`config.mk`:
```
export PLATFORM = sky130hd
export DESIGN_NAME = phase_meas_scheduler_flat
export DESIGN_NICKNAME = d
export VERILOG_FILES = /design/src/rtl/phase_cal_pkg.sv /design/src/rtl/phase_meas_scheduler_if.sv /design/src/rtl/phase_avg_acc.sv /design/src/rtl/phase_meas_scheduler.sv /design/src/flat_wrapper.sv
export SDC_FILE = /design/constraint.sdc
export NUM_CORES = 1
export LEC_CHECK = 0
export CAP_MARGIN = 20
export CORE_UTILIZATION = 60
export DETAILED_ROUTE_END_ITERATION = 10
export GPL_TIMING_DRIVEN = 0
export PLACE_DENSITY = 0.9
export SLEW_MARGIN = 10
export SYNTH_ARGS = -nofsm -noshare
export SYNTH_HDL_FRONTEND = slang
export SYNTH_SLANG_ARGS = --single-unit
```
`constraint.sdc`:
```
create_clock -name clk -period 5.5 [get_ports clk]
set_input_delay 1.1 -clock clk [delete_from_list [all_inputs] [get_ports clk]]
set_output_delay 1.1 -clock clk [all_outputs]
set_load 0.01 [all_outputs]
```
`src/rtl/phase_cal_pkg.sv`:
```
// rtl/phase_cal_pkg.sv - state encoding, width default and saturation helper for the phase scheduler
package phase_cal_pkg;

    localparam int PH_W_DEF = 16;

    typedef enum logic [2:0] {
        IDLE    = 3'd0,
        SETTLE  = 3'd1,
        CLEAR   = 3'd2,
        MEASURE = 3'd3,
        CAPTURE = 3'd4,
        DONE    = 3'd5
    } state_t;

    // Clamp a signed value into the range of a w-bit two's complement number (w < 32).
    function automatic logic signed [31:0] sat(input logic signed [31:0] v, input int w);
        logic signed [31:0] hi;
        logic signed [31:0] lo;
        hi = (32'sd1 <<< (w - 1)) - 32'sd1;
        lo = -(32'sd1 <<< (w - 1));
        if (v > hi)
            sat = hi;
        else if (v < lo)
            sat = lo;
        else
            sat = v;
    endfunction

endpackage

```
`src/rtl/phase_meas_scheduler_if.sv`:
```
// rtl/phase_meas_scheduler_if.sv - control-loop and detector signal bundle; cal_offset exists only with PHASE_CAL_OFFSET_EN
interface phase_meas_scheduler_if #(
    parameter int PH_W = 16
);
    logic                   start;
    logic                   abort;
    logic                   busy;
    logic                   det_clr;
    logic                   det_en;
    logic signed [PH_W-1:0] det_phase;
    logic                   det_valid;
    logic signed [PH_W-1:0] res_phase;
    logic                   res_valid;
    logic                   res_err;
`ifdef PHASE_CAL_OFFSET_EN
    logic signed [PH_W-1:0] cal_offset;

    modport master (
        input  start, abort, det_phase, det_valid, cal_offset,
        output busy, det_clr, det_en, res_phase, res_valid, res_err
    );
    modport slave (
        output start, abort, det_phase, det_valid, cal_offset,
        input  busy, det_clr, det_en, res_phase, res_valid, res_err
    );
`else
    modport master (
        input  start, abort, det_phase, det_valid,
        output busy, det_clr, det_en, res_phase, res_valid, res_err
    );
    modport slave (
        output start, abort, det_phase, det_valid,
        input  busy, det_clr, det_en, res_phase, res_valid, res_err
    );
`endif
endinterface

```
`src/rtl/phase_avg_acc.sv`:
```
// rtl/phase_avg_acc.sv - signed window accumulator with shift-divide; PHASE_CAL_OFFSET_EN adds saturating offset
module phase_avg_acc
    import phase_cal_pkg::*;
#(
    parameter int PH_W     = PH_W_DEF,
    parameter int AVG_LOG2 = 3
) (
    input  logic                   clk,
    input  logic                   rst,
    input  logic                   clr,
    input  logic                   add,
    input  logic                   load,
    input  logic signed [PH_W-1:0] phase,
`ifdef PHASE_CAL_OFFSET_EN
    input  logic signed [PH_W-1:0] cal_offset,
`endif
    output logic signed [PH_W-1:0] res_phase
);
    localparam int AW = PH_W + AVG_LOG2;

    logic signed [AW-1:0]   acc;
    logic signed [PH_W-1:0] avg;
    logic signed [PH_W-1:0] res_next;

    // The mean of 2^AVG_LOG2 PH_W-bit samples always fits back into PH_W bits.
    assign avg = PH_W'(acc >>> AVG_LOG2);

`ifdef PHASE_CAL_OFFSET_EN
    logic signed [31:0] diff;
    assign diff     = 32'(avg) - 32'(cal_offset);
    assign res_next = PH_W'(sat(diff, PH_W));
`else
    assign res_next = avg;
`endif

    always_ff @(posedge clk) begin
        if (rst) begin
            acc       <= '0;
            res_phase <= '0;
        end else begin
            if (clr)
                acc <= '0;
            else if (add)
                acc <= acc + AW'(phase);
            if (load)
                res_phase <= res_next;
        end
    end
endmodule

```
`src/rtl/phase_meas_scheduler.sv`:
```
// rtl/phase_meas_scheduler.sv - settle/clear/measure/capture sequencer averaging 2^AVG_LOG2 detector windows; option PHASE_CAL_OFFSET_EN
module phase_meas_scheduler
    import phase_cal_pkg::*;
#(
    parameter int SETTLE_CYC = 1000,
    parameter int WIN_CYC    = 50000,
    parameter int TMO_CYC    = 255,
    parameter int AVG_LOG2   = 3,
    parameter int PH_W       = PH_W_DEF
) (
    input  logic                    clk,
    input  logic                    rst,
    phase_meas_scheduler_if.master  bus
);
    localparam int M1   = (SETTLE_CYC > WIN_CYC) ? SETTLE_CYC : WIN_CYC;
    localparam int MAXC = (M1 > TMO_CYC) ? M1 : TMO_CYC;
    localparam int CW   = $clog2(MAXC + 1);
    localparam int WW   = AVG_LOG2 + 1;
    localparam logic [WW-1:0] LAST_WIN = WW'((1 << AVG_LOG2) - 1);

    state_t        state;
    logic [CW-1:0] cnt;
    logic [WW-1:0] win_cnt;
    logic          busy, det_clr, det_en, res_valid, res_err;

    assign bus.busy      = busy;
    assign bus.det_clr   = det_clr;
    assign bus.det_en    = det_en;
    assign bus.res_valid = res_valid;
    assign bus.res_err   = res_err;

    phase_avg_acc #(.PH_W(PH_W), .AVG_LOG2(AVG_LOG2)) u_acc (
        .clk        (clk),
        .rst        (rst),
        .clr        (bus.abort || state == IDLE),
        .add        (!bus.abort && state == CAPTURE && bus.det_valid),
        .load       (!bus.abort && state == DONE),
        .phase      (bus.det_phase),
`ifdef PHASE_CAL_OFFSET_EN
        .cal_offset (bus.cal_offset),
`endif
        .res_phase  (bus.res_phase)
    );

    always_ff @(posedge clk) begin
        if (rst) begin
            state     <= IDLE;
            cnt       <= '0;
            win_cnt   <= '0;
            busy      <= 1'b0;
            det_clr   <= 1'b0;
            det_en    <= 1'b0;
            res_valid <= 1'b0;
            res_err   <= 1'b0;
        end else begin
            det_clr   <= 1'b0;
            res_valid <= 1'b0;
            res_err   <= 1'b0;
            if (bus.abort) begin
                state   <= IDLE;
                cnt     <= '0;
                win_cnt <= '0;
                busy    <= 1'b0;
                det_en  <= 1'b0;
            end else begin
                case (state)
                    IDLE: if (bus.start) begin
                        state <= SETTLE;
                        cnt   <= '0;
                        busy  <= 1'b1;
                    end
                    SETTLE: if (cnt == CW'(SETTLE_CYC - 1)) begin
                        state   <= CLEAR;
                        cnt     <= '0;
                        det_clr <= 1'b1;
                    end else begin
                        cnt <= cnt + 1'b1;
                    end
                    CLEAR: begin
                        state  <= MEASURE;
                        cnt    <= '0;
                        det_en <= 1'b1;
                    end
                    MEASURE: if (cnt == CW'(WIN_CYC - 1)) begin
                        state  <= CAPTURE;
                        cnt    <= '0;
                        det_en <= 1'b0;
                    end else begin
                        cnt <= cnt + 1'b1;
                    end
                    CAPTURE: if (bus.det_valid) begin
                        cnt     <= '0;
                        win_cnt <= win_cnt + 1'b1;
                        if (win_cnt == LAST_WIN) begin
                            state <= DONE;
                        end else begin
                            state   <= CLEAR;
                            det_clr <= 1'b1;
                        end
                    end else if (cnt == CW'(TMO_CYC - 1)) begin
                        // Detector never answered: end the run without a result.
                        state   <= IDLE;
                        cnt     <= '0;
                        win_cnt <= '0;
                        busy    <= 1'b0;
                        res_err <= 1'b1;
                    end else begin
                        cnt <= cnt + 1'b1;
                    end
                    DONE: begin
                        state     <= IDLE;
                        win_cnt   <= '0;
                        busy      <= 1'b0;
                        res_valid <= 1'b1;
                    end
                    default: state <= IDLE;
                endcase
            end
        end
    end
endmodule

```
`src/flat_wrapper.sv`:
```
// flat-port wrapper written by rule: the top's interface ports become plain ports
module phase_meas_scheduler_flat import phase_cal_pkg::*;
#(
    parameter int SETTLE_CYC = 1000,
    parameter int WIN_CYC    = 50000,
    parameter int TMO_CYC    = 255,
    parameter int AVG_LOG2   = 3,
    parameter int PH_W       = PH_W_DEF
)
  (clk, rst, bus_start, bus_abort, bus_det_phase, bus_det_valid, bus_busy, bus_det_clr, bus_det_en, bus_res_phase, bus_res_valid, bus_res_err);
  phase_meas_scheduler_if #(.PH_W(PH_W)) bus_i ();
  input  logic clk;
  input  logic rst;
  input wire logic [$bits(bus_i.start)-1:0] bus_start;
  input wire logic [$bits(bus_i.abort)-1:0] bus_abort;
  input wire logic [$bits(bus_i.det_phase)-1:0] bus_det_phase;
  input wire logic [$bits(bus_i.det_valid)-1:0] bus_det_valid;
  output wire logic [$bits(bus_i.busy)-1:0] bus_busy;
  output wire logic [$bits(bus_i.det_clr)-1:0] bus_det_clr;
  output wire logic [$bits(bus_i.det_en)-1:0] bus_det_en;
  output wire logic [$bits(bus_i.res_phase)-1:0] bus_res_phase;
  output wire logic [$bits(bus_i.res_valid)-1:0] bus_res_valid;
  output wire logic [$bits(bus_i.res_err)-1:0] bus_res_err;
  assign bus_i.start = bus_start;
  assign bus_i.abort = bus_abort;
  assign bus_i.det_phase = bus_det_phase;
  assign bus_i.det_valid = bus_det_valid;
  assign bus_busy = bus_i.busy;
  assign bus_det_clr = bus_i.det_clr;
  assign bus_det_en = bus_i.det_en;
  assign bus_res_phase = bus_i.res_phase;
  assign bus_res_valid = bus_i.res_valid;
  assign bus_res_err = bus_i.res_err;
  phase_meas_scheduler #(.SETTLE_CYC(SETTLE_CYC), .WIN_CYC(WIN_CYC), .TMO_CYC(TMO_CYC), .AVG_LOG2(AVG_LOG2), .PH_W(PH_W)) u_core (.clk(clk), .rst(rst), .bus(bus_i));
endmodule
```
After elaboration in Yosys (flattened, before gate mapping)
Cells that the tools add are included.
{"block": "classes", "n_addsub": 3, "shifts": 0, "mul": 0, "muxes": 28, "n_eq_ne": 15, "bitwise_logic": 1, "n_reduce_logical": 18, "div_mod_pow": 0, "n_lt_le_gt_ge": 0}
{"op": "2-to-1 mux 16 bit", "count": 5}
{"op": "one-hot mux 16 bit (5 select lines)", "count": 1}
{"op": "adder 19 x 16 -> 19 bit", "count": 1}
{"op": "2-to-1 mux 3 bit", "count": 6}
{"op": "adder 16 x 1 -> 16 bit, second input constant", "count": 1}
{"op": "== test 16 x 10 -> 1 bit, second input constant", "count": 1}
{"op": "== test 16 bit, second input constant", "count": 1}
{"op": "== test 16 x 8 -> 1 bit, second input constant", "count": 1}
{"op": "one-hot mux 3 bit (5 select lines)", "count": 1}
{"op": "2-to-1 mux 1 bit", "count": 9}
{"op": "2-to-1 mux 4 bit", "count": 2}
{"op": "one-hot mux 4 bit (2 select lines)", "count": 1}
{"op": "AND reduction 4 bit", "count": 2}
{"op": "== test 3 x 2 -> 1 bit, second input constant", "count": 2}
{"op": "== test 3 bit, second input constant", "count": 2}
{"op": "!= test 2 bit, second input constant", "count": 3}
{"op": "AND reduction 2 bit", "count": 3}
{"op": "nonzero test 5 bit", "count": 1}
{"op": "adder 4 x 1 -> 4 bit, second input constant", "count": 1}
{"op": "== test 4 x 3 -> 1 bit, second input constant", "count": 1}
{"op": "!= test 2 x 1 -> 1 bit, second input constant", "count": 2}
{"op": "one-hot mux 1 bit (2 select lines)", "count": 2}
{"op": "nonzero test 2 bit", "count": 2}
{"op": "OR reduction 2 bit", "count": 2}
{"op": "other kinds (10)", "count": 12}
{"block": "totals", "wordCells": 75, "n_memories": 0, "ff_bits": 63, "romBits": 0, "mem_bits_rw": 0, "output_inout_bits": 21, "latch_bits": 0, "input_bits": 21}

Depth between registers and ports, before layout
{"block": "depth", "word_depth": 4, "mapped_depth": 9, "depth_no_buf": 9}

By module
Synthesis repeated with hierarchy kept, for this count alone.
{"block": "hier_totals", "cells_unflattened": 418, "hier_area_um2": 3714.8}
{"module": "phase_avg_acc", "cells_per_inst": 242, "n_inst": 1, "area_each_um2": 2212.1, "seq_area_each_um2": 700.7}
{"module": "phase_meas_scheduler", "cells_per_inst": 176, "n_inst": 1, "area_each_um2": 1502.7, "seq_area_each_um2": 560.5}

Worst setup path before layout
Ideal clock, no wire load.
{"block": "synth_path", "kind": "input -> register", "startpoint": "input port bus_det_phase[0]", "endpoint": "register u_core.u_acc.acc[10]", "setup_slack_ps": 2611, "arrival_ps": 2815, "cell_stages": 9, "n_path_buf": 0, "t_required_ps": 5426, "setup_ps": 74, "cell_sequence": "ha_1 > inv_1 > fa_1 > nand2b_1 > a21oi_1 > o21a_1 > a31oi_1 > or3_1 > a31oi_1"}
{"block": "synth_between", "elab_chain_cells": 1}
{"item": "start: declaration", "line_no": "flat_wrapper.sv:16", "rtl": "input wire logic [$bits(bus_i.det_phase)-1:0] bus_det_phase;"}
{"item": "adder 19 x 16 -> 19 bit", "line_no": "phase_avg_acc.sv:44", "rtl": "acc <= acc + AW'(phase);"}
{"item": "end signal: assignment", "line_no": "phase_avg_acc.sv:44"}
{"item": "end: declaration", "line_no": "phase_avg_acc.sv:21", "rtl": "logic signed [AW-1:0] acc;"}
Every way passes these cells.
A chain may end at the register's enable or synchronous reset.

Worst setup path in the final report
Same ends and word-level chain as after synthesis.

==> results by group <==
Setup path
  • Flop-to-flop setup slack: just over 3 ns
  • Reg-to-Reg Start: u_core.u_acc.acc[0]$_SDFFE_PP0P_
  • Critical path type: input port to register
  • Worst path arrival time: around 3.6 ns
  • Startpoint class of the critical path: input port
  • Setup crit end kind: register
  • Slowest stage cell on the critical path: clkdlybuf4s50_1
  • Crit-path cells: clkdlybuf4s50_1, ha_1, inv_1, fa_1, nand2b_1, a21oi_1, o21a_1, a31oi_1, or3_1, a31oi_1
  • Worst-path fanout max: 4
  • R2R cell count: 9
  • Reg2reg end: u_core.u_acc.acc[10]$_SDFFE_PP0P_
  • Most Frequent Cell on Critical Path: a31oi_1
  • Crit path required time: roughly 5.8 ns
  • Slowest cell delay on critical path: 0.46 ns

Clock network
  • CTS sink cnt: 63
  • Worst skew pair latency: between 0.3 and 0.4 ns
  • Post_cts resized: 0
  • CTS tree: built
  • Hold-fix buffer count after cts: 0
  • Max clock buf depth: 2
  • Post-CTS Setup Repair Bufs: 0
  • Root Driver: clkbuf_8
  • Total CTS buffers: 9
  • Clock-pin slew on the worst setup and hold paths: around 0.070 ns
  • Max H-tree Level: 3

Synthesis
  • Mean post-synth cell area: 8.11 sq um
  • XOR/XNOR Fraction of Synth Area: 4.20%
  • Syn nets: just over 500
  • Largest cells by area after synthesis: dfxtp_1 (34%), nand2_1 (7.6%), ha_1 (7.0%), a21oi_1 (6.5%), nor2_1 (4.0%)
  • Synth top area share: between 30% and 40%
  • Ys async rst share: 0%
  • Cell Area, Synth: 3750 sq um
  • Synth warnings: 0
  • Dominant cell type by area after synthesis: dfxtp_1
  • Top FF cell, synth: dfxtp_1
  • Unique cell type count in the Yosys netlist: 63
  • Multiplexer share of the synthesized area: under 10%
  • Post-synth EDFFs: 0
  • Fraction of the mapped netlist area in adder cells: approximately 7.5%
  • Seq/Total Area, Yosys: between 30% and 40%
  • Compound-Gate Fraction of Synth Area: a little over a fifth
  • Synth Area in Simple Gates: ~27%
  • Mapped Cells: between 400 and 500
  • Yosys reg bits: between 60 and 70
  • Combinational family with the most area after synthesis: simple AND/OR/NAND/NOR gates

Timing
  • Worst-margin pin slew: roughly 0.70 ns
  • RSZ-0062 raised after global routing: false
  • Achievable clock frequency: approximately 300 MHz
  • Period utilisation layout: approximately three fifths
  • TNS Setup: 0 ns
  • Final Hold Fails: 0
  • Clock Skews: 0.00692 ns
  • Max_slew headroom: ~53%
  • Finish-stage setup viols: 0
  • Final worst slack: approximately 2.2 ns
  • Final Max Tran Viols: 0
  • Minimum clock period: roughly 3.3 ns

Finish
  • Most common cell after layout, fill and taps aside: nand2_1
  • Most frequent cells in the layout: nand2_1 (76), dfxtp_1 (63), a21oi_1 (49), nor2_1 (40), clkdlybuf4s50_1 (40)
  • Final Util: approximately 74%
  • Antenna cells: 0
  • Layout cell share with drive strength beyond 1: 7.51%
  • Post-layout net count: 557
  • Layout area overhead: 18.3%
  • Filler cells: roughly 430

GRT
  • Vias in the first global route: approximately 3300
  • GRT Util Overall: 28.7%
  • Overflow after GRT: 0
  • Global-route wire length before repair: 14.6 mm
  • Antenna violations before repair: 0
  • Largest net degree at the start of global routing: 11

Floorplanning
  • FP Rows: 28
  • Core area: 5990 sq um
  • Total die area: between 6000 and 7000 sq um
  • Chip width: around 81 um
  • Die height: approximately 81 um
  • Starting density of the core: between 60% and 70%
  • IO Count: between 40 and 50

Placed design
  • Gpl congestion: about 0.91
  • Dpl ws: about 1.9 ns
  • DP HPWL: about 6.5 mm
  • IO Port Bufs: 40

Min path
  • Hold path start: u_core.u_acc.res_phase[10]$_SDFFE_PP0P_
  • Hold Path Class: register to register
  • Hold path depth: 2
  • Hold worst-path end: u_core.u_acc.res_phase[10]$_SDFFE_PP0P_

Drt
  • DRT Pass-1 Iters: 5
  • Iteration-0 DRC Markers: 266
  • Post-route ant nets: 0
  • Routed vias: between 3000 and 4000
  • Vias/cell: a little over 6
  • Drt wl/cell: around 15 um
  • Detailed Route WL: 8.91 mm
  • DR DRC count: 0

Power
  • Overall power: roughly 920 uW
  • Sw frac: between 20% and 30%
  • Pwr Density: ~210 nW/um^2
  • P_sw: 211 uW
  • Static leakage: 0.00165 uW
  • Gate power share: 7.1%
  • Internal power: between 700 and 800 uW
  • Peak VDD IR: ~0.00017 V
  • Clock share of power: between 40 and 50%
  • Flop pwr share: about half

Status
  • Outcome: finished clean

Job
  • Max Cap Violations: 0
## worst max-delay path: cells and delay by family
| family | cells | cell delay, ns |
|---|---|---|
| AO/OA/AOI/OAI | 4 | 0.86 |
| adder cells (fa/ha/maj) | 2 | 0.56 |
| AND/OR/NAND/NOR | 2 | 0.53 |
| buffers and inverters | 2 | 0.52 |
## kinds of logic (layout without fill, tap and decap cells)
logic type,after synthesis,after routing
AOI/OAI and AO/OA,120,120
xor gates and xnor gates,18,18
adders and majority gates,22,22
buffers and inverters,32,88
DFF,63,63
muxes,7,7
and+or+nand+nor,201,201
## how the worst max path moves through the flow
stage / startpoint / cells after the start / end / slack [ns]
2_1_floorplan: bus_det_phase[0] / 9 / u_core.u_acc.acc[10]$_SDFFE_PP0P_ / 2.61
3_3_place_gp: bus_det_phase[0] / 10 / u_core.u_acc.acc[10]$_SDFFE_PP0P_ / 1.94
3_5_place_dp: bus_det_phase[0] / 10 / u_core.u_acc.acc[10]$_SDFFE_PP0P_ / 1.89
4_1_cts: bus_det_phase[0] / 10 / u_core.u_acc.acc[10]$_SDFFE_PP0P_ / 2.24
5_1_grt: bus_det_phase[0] / 10 / u_core.u_acc.acc[10]$_SDFFE_PP0P_ / 2.07
6_report: bus_det_phase[0] / 10 / u_core.u_acc.acc[10]$_SDFFE_PP0P_ / 2.19
## state kept, by name, summed over array words and instances (netlist names)
signal	count
u_core.win_cnt	4
u_core.bus.det_clr	1
u_core.bus.res_err	1
u_core.bus.det_en	1
u_core.bus.res_valid	1
u_core.u_acc.res_phase	16
u_core.cnt	16
u_core.bus.busy	1
u_core.state	3
u_core.u_acc.acc	19
## cell usage after synthesis (6+ instances only)
library cell	n
xor2_1	11
inv_1	13
nor2_1	40
ha_1	21
a21o_1	7
a21oi_1	49
and3_1	10
xnor2_1	7
nand2b_1	6
nand4_1	8
a31oi_1	6
o21ai_0	17
nand2_1	76
nand3_1	18
nor3_1	11
mux2i_1	7
dfxtp_1	63
clkbuf_1	8
## power by group through the flow
stage	sequential (uW)	combinational, uW	clock [uW]
6_report	458	65.6	396
5_1_grt	458	71.7	418
4_1_cts	458	64.5	400
3_5_place_dp	469	63.8	0
3_3_place_gp	469	61.8	0
2_1_floorplan	469	38.1	0
## stage by stage
stage | area [sq um] | std cells | hold slack [ns]
6_report | 4440 | 594 | 0.461
2_1_floorplan | 3750 | 463 | 0.436
3_5_place_dp | 4250 | 578 | 0.452
5_1_grt | 4440 | 594 | 0.481
4_1_cts | 4440 | 594 | 0.463
3_3_place_gp | 4250 | 578 | 0.442
## layer usage
metal	track usage (%)	vias to the layer above	wire (um)
li1	-	1767	-
met1	36.4	1661	4040
met2	47.1	144	4100
met3	5.62	23	587
met4	12.3	0	177
met5	0	-	0
## area by class of cell
type	instances	area (sq um)	area share (%)
multi-input combinational	368	2330	52.5
sequential	63	1260	28.4
timing repair buffer	40	400	9.02
clock buffer	13	149	3.35
buffer	19	115	2.59
tap	75	93.8	2.11
inverter	13	48.8	1.10
clock inverter	3	42.5	0.958
(Power assumes the default switching activity.)
